$ cat src/rtl/mem_bus_arbiter.sv
// Round-robin arbiter sharing one external memory port between the icache refill
// and dcache refill/writeback engines, one fixed-length burst per grant.
module mem_bus_arbiter #(
    parameter int ADDR_W    = 32,
    parameter int DATA_W    = 32,
    parameter int BURST_LEN = 4
) (
    input  logic              clk,
    input  logic              rst,
    input  logic              i_req,
    input  logic [ADDR_W-1:0] i_addr,
    output logic [DATA_W-1:0] i_rdata,
    output logic              i_rvalid,
    output logic              i_done,
    input  logic              d_req,
    input  logic              d_we,
    input  logic [ADDR_W-1:0] d_addr,
    input  logic [DATA_W-1:0] d_wdata,
    output logic              d_wready,
    output logic [DATA_W-1:0] d_rdata,
    output logic              d_rvalid,
    output logic              d_done,
    output logic              m_req,
    output logic              m_we,
    output logic [ADDR_W-1:0] m_addr,
    output logic [DATA_W-1:0] m_wdata,
    input  logic              m_ready,
    input  logic [DATA_W-1:0] m_rdata,
    output logic              stall_req
);

    localparam int CNT_W = (BURST_LEN > 1) ? $clog2(BURST_LEN) : 1;
    localparam logic [CNT_W-1:0]  CNT_LAST = CNT_W'(BURST_LEN - 1);
    localparam logic [ADDR_W-1:0] STRIDE   = ADDR_W'(DATA_W / 8);

    typedef enum logic [1:0] {IDLE, GNT_I, GNT_D, DONE} state_t;

    state_t            state_q;
    logic [ADDR_W-1:0] base_q;
    logic              owner_d_q;   // 1 = dcache owns the current/finishing burst
    logic              we_q;
    logic [CNT_W-1:0]  cnt_q;
    logic              last_d_q;    // 1 = dcache was granted last

    // Dcache wins when alone or when the icache had the previous grant.
    logic pick_d, pick_i;
    assign pick_d = d_req && (!i_req || !last_d_q);
    assign pick_i = i_req && !pick_d;

    always_ff @(posedge clk) begin
        if (rst) begin
            state_q   <= IDLE;
            base_q    <= '0;
            owner_d_q <= 1'b0;
            we_q      <= 1'b0;
            cnt_q     <= '0;
            last_d_q  <= 1'b0;
        end else begin
            case (state_q)
                IDLE: begin
                    if (pick_d) begin
                        state_q   <= GNT_D;
                        base_q    <= d_addr;
                        we_q      <= d_we;
                        owner_d_q <= 1'b1;
                        last_d_q  <= 1'b1;
                        cnt_q     <= '0;
                    end else if (pick_i) begin
                        state_q   <= GNT_I;
                        base_q    <= i_addr;
                        we_q      <= 1'b0;
                        owner_d_q <= 1'b0;
                        last_d_q  <= 1'b0;
                        cnt_q     <= '0;
                    end
                end
                GNT_I, GNT_D: begin
                    if (m_ready) begin
                        cnt_q <= cnt_q + 1'b1;
                        if (cnt_q == CNT_LAST) state_q <= DONE;
                    end
                end
                DONE:    state_q <= IDLE;
                default: state_q <= IDLE;
            endcase
        end
    end

    logic gnt, gnt_i, gnt_d;
    assign gnt_i = (state_q == GNT_I);
    assign gnt_d = (state_q == GNT_D);
    assign gnt   = gnt_i | gnt_d;

    assign m_req   = gnt;
    assign m_we    = gnt & we_q;
    assign m_addr  = gnt ? (base_q + ADDR_W'(cnt_q) * STRIDE) : '0;
    assign m_wdata = (gnt_d & we_q) ? d_wdata : '0;

    assign i_rvalid = gnt_i & m_ready;
    assign i_rdata  = gnt_i ? m_rdata : '0;
    assign d_rvalid = gnt_d & ~we_q & m_ready;
    assign d_rdata  = (gnt_d & ~we_q) ? m_rdata : '0;
    assign d_wready = gnt_d & we_q & m_ready;

    assign i_done = (state_q == DONE) & ~owner_d_q;
    assign d_done = (state_q == DONE) & owner_d_q;

    assign stall_req = i_req | d_req | (state_q != IDLE);

endmodule

$ cat config.mk
export PLATFORM = sky130hd
export DESIGN_NAME = mem_bus_arbiter
export DESIGN_NICKNAME = d
export VERILOG_FILES = /design/src/rtl/mem_bus_arbiter.sv
export SDC_FILE = /design/constraint.sdc
export NUM_CORES = 1
export LEC_CHECK = 0
export CAP_MARGIN = 40
export CORE_ASPECT_RATIO = 1.2
export CORE_MARGIN = 5
export CORE_UTILIZATION = 33
export CTS_CLUSTER_DIAMETER = 50
export DETAILED_ROUTE_END_ITERATION = 10
export GPL_TIMING_DRIVEN = 0
export MAX_ROUTING_LAYER = met4
export PLACE_DENSITY = 0.82
export SYNTH_ARGS = -nofsm -noshare
export SYNTH_HDL_FRONTEND = slang
export SYNTH_SLANG_ARGS = --single-unit
$ cat constraint.sdc
create_clock -name clk -period 3.5 [get_ports clk]
set_clock_uncertainty 0.05 [all_clocks]
set_input_delay 1.05 -clock clk [delete_from_list [all_inputs] [get_ports clk]]
set_output_delay 1.05 -clock clk [all_outputs]
set_load 0.01 [all_outputs]
==> results.yml <==
critical_path:
  r2r_slack_ps: 1250
  startpoint_type: "flip-flop"
  cp_cell_sequence: "nand3_2 -> or4_1 -> buf_4 -> or4_1 -> a21oi_2 -> buf_2"
  r2r-start: "state_q[1]$_SDFFE_PP0P_"
  cp.arrival_ps: 2460
  slowest_stage: "or4_1"
  cpPeakStageDelay_ps: 560
  crit_top_cell: "or4_1"
  crit_type: "flip-flop to primary output"
  startpoint: "base_q[5]$_SDFFE_PP0P_"
  required_ps: 2400
  cp_max_fo: 8
  worst_setup_path_end_kind: "primary output"
  worstRegToRegCells: 7
timing:
  rsz0062_at_grt: "true"
  drv_slew: 0
  hold_violations: 0
  max_freq_ghz: 0.281
  fin_tns_setup_ps: -191
  finalCritPeriodShare_pct: 102
  min_period_ps: 3560
  setup_viol: 5
  fin_ws_ps: -57.1
  tightest_slew_ps: 608
  holdWs_ps: 452
  relSlewSlack_pct: 59.4
run:
  cap_viol_max_count: 0
logic_synthesis:
  synth.area.top_cells: "dfxtp_1 23%, and2_1 14%, mux2i_1 11%"
  synth_top_area_share_pct: 23.2
  synth-compound-area-share_pct: 14.8
  yosysSeqAreaShare_pct: 23.2
  synthesis.area_mm2: 0.00328
  syn_avg_cell_area_um2: 7.53
  yosys.area.top_type: "dfxtp_1"
  synth_cells: 435
  synth_xor_xnor_area_share_pct: 3.47
  synthAdderAreaFrac_pct: 3.67
  synthMuxAreaShare_pct: 11.0
  syn_nets: 578
  synth_top_family_by_area: "simple AND/OR/NAND/NOR gates"
  yosys.area_share.simple_pct: 38.4
  yosys_register_bits: 38
  synth_warnings: 0
  netlist-cell-type-count: 38
clock_network:
  ctsRootBufferMaster: "clkbuf_16"
  clock_latency_ps: 280
  htreeDepth: 2
  clk_path_buf_depth: 2
  cts_buffers: 5
  cts_tree: "built"
  cts_sinks: 38
  cts_hold_buffers: 0
  path_clk_slew_ps: 60
detailed_routing:
  vias: 4278
  wl_mm: 15.8
  post-route-drc-count: 0
  viasPerCell: 5.08
  firstDrtPassIters: 5
  ant_nets: 0
  wl_per_cell_um: 18.8
  drt_iter0_markers: 165
die:
  die_height_um: 119
  placementRows: 39
  start_util_pct: 34.1
  die-width_um: 101
  die_area_mm2: 0.0120
  coreArea_mm2: 0.00961
  pin_count: 270
final_layout:
  drive_gt1_share_pct: 10.8
  areaGrowthSynthToFinish_pct: 97.6
  fin_nets: 858
  fillCellCount: 812
  stdcell_area_mm2: 0.00647
  multiInputGateArea_mm2: 0.00247
  regArea_um2: 773
global_route:
  grt_remaining_overflow: 0
  grt.total_usage_pct: 25.4
  antenna_found_initial: 3
  grt_pass1_wl_mm: 23.4
  grt_max_degree: 13
  grt_pass1_vias: 4301
run_status:
  status: "finished with violations"
  violations: "setup timing"
power_and_ir_drop:
  leakage_nw: 2.59
  powerDensity_mw_per_mm2: 578
  ir_drop_uv: 431
min_path:
  hold_depth: 2
  min-delay-start: "base_q[1]$_SDFFE_PP0P_"
  hold_path_class: "flip-flop to flip-flop"
placed_design:
  io_buffers: 268
  post-place-ws_ps: -776
  dpl.hpwl_mm: 13.3
  place_area_mm2: 0.00611
  place.gp.congestion: 0.916
[power by group]
group          switching [mW]  internal [mW]  leakage (nW)
clock                   0.174          0.428        0.0971
sequential              0.188          0.587         0.318
combinational            1.22           1.14          2.17
total                    1.58           2.16          2.59
[what timing repair did]
action,in CTS,in global routing
endpoints found under the setup margin,57,49
setup buffers,7,1
pin swaps,8,6
resized for setup,87,25
endpoints found under the hold margin,0,0
[placed cells by master, fill, tap and decap left out, types with 2 or more instances in the layout]
master and instances:
xnor2_1 6, and4_1 3, buf_4 8, or3_1 2
buf_2 14, clkbuf_1 23, clkbuf_16 5, and3_1 34
and2_1 72, nor2_1 55, nor3_1 2, ha_1 6
a21oi_2 10, a21oi_1 10, nand2_1 10, bufinv_16 2
dfxtp_2 7, o31ai_1 12, clkbuf_4 2, diode_2 3
xor2_1 7, a211oi_1 33, dlygate4sd2_1 9, clkbuf_2 4
inv_1 8, nand3_1 8, dfxtp_1 30, clkdlybuf4s50_1 247
nor2b_1 2, o21ai_1 2, or4_4 6, mux2i_1 36
nand4_1 7, or4_1 8
[critical path, delay by kind of cell (launching register included)]
family                 cells  cell delay [ps]
and+or+nand+nor            3             1250
AOI/OAI and AO/OA          1              160
DFF                        1              440
buffers and inverters      2              330
[cell usage after synthesis]
cell / count
nor2_1: 55
o21ai_1: 2
and4_2: 1
o21a_1: 1
a21oi_1: 20
nand2_1: 11
or4_1: 14
a31oi_1: 1
and4b_1: 1
nand3_2: 1
nand3_1: 8
ha_1: 8
a21boi_1: 1
nor3_1: 2
nor2b_2: 1
mux2i_1: 36
fa_1: 1
inv_1: 9
and2_1: 72
nand4_2: 1
and4bb_2: 1
and4_1: 3
a311oi_1: 1
nor2b_1: 3
buf_2: 5
dfxtp_1: 38
nor4_1: 1
clkbuf_1: 32
or3_1: 2
or2_2: 1
and3_1: 34
nand4_1: 7
a211oi_1: 33
o31ai_1: 13
xor2_1: 7
nor3b_1: 1
nand2b_1: 1
xnor2_1: 6
[layer usage]
metal  global-route usage (%)  wire length (µm)  vias up
met3                     6.08              1340       29
met5                        -                 0        -
li1                         -                 -     2106
met2                     45.9              8210      199
met4                     8.65               458        0
met1                     26.7              5810     1944
[sequential cells by signal, indices dropped and copies added, names as in the netlist]
register  count
cnt_q         2
base_q       32
we_q          1
last_d_q      1
state_q       2
[stage by stage]
stage | total power, mW | utilization [%] | std cells
after detailed placement | 3.10 | 63.6 | 826
after global placement | 3.06 | 63.6 | 826
final | 3.74 | 67.3 | 842
after global routing | 4.00 | 67.3 | 842
after floorplan | 1.92 | - | 435
after CTS | 3.71 | 66.5 | 838
[final timing paths]
kind	end
worst min-delay path	base_q[1]$_SDFFE_PP0P_
worst max register to register	base_q[23]$_SDFFE_PP0P_
worst max-delay path	m_addr[31]
worst min register to register	base_q[1]$_SDFFE_PP0P_
[final cells by class]
| class | count | share of cell area [%] |
|---|---|---|
| repair buffers | 276 | 41.4 |
| well taps | 123 | 2.38 |
| clock inverters | 2 | 0.928 |
| clock buffers | 6 | 2.15 |
| multi-input cells | 351 | 38.1 |
| diodes | 3 | 0.116 |
| plain buffers | 34 | 2.45 |
| inverters | 9 | 0.522 |
| flip-flops and latches | 38 | 11.9 |
[kinds of logic (layout without fill, tap and decap cells)]
logic type	Yosys count	in the layout
AOI/OAI and AO/OA	72	72
xor gates and xnor gates	13	13
adders and majority gates	9	9
buffers and inverters	46	327
DFF	38	38
muxes	36	36
other	0	3
and+or+nand+nor	221	221
Power figures use the tool's default switching activity.
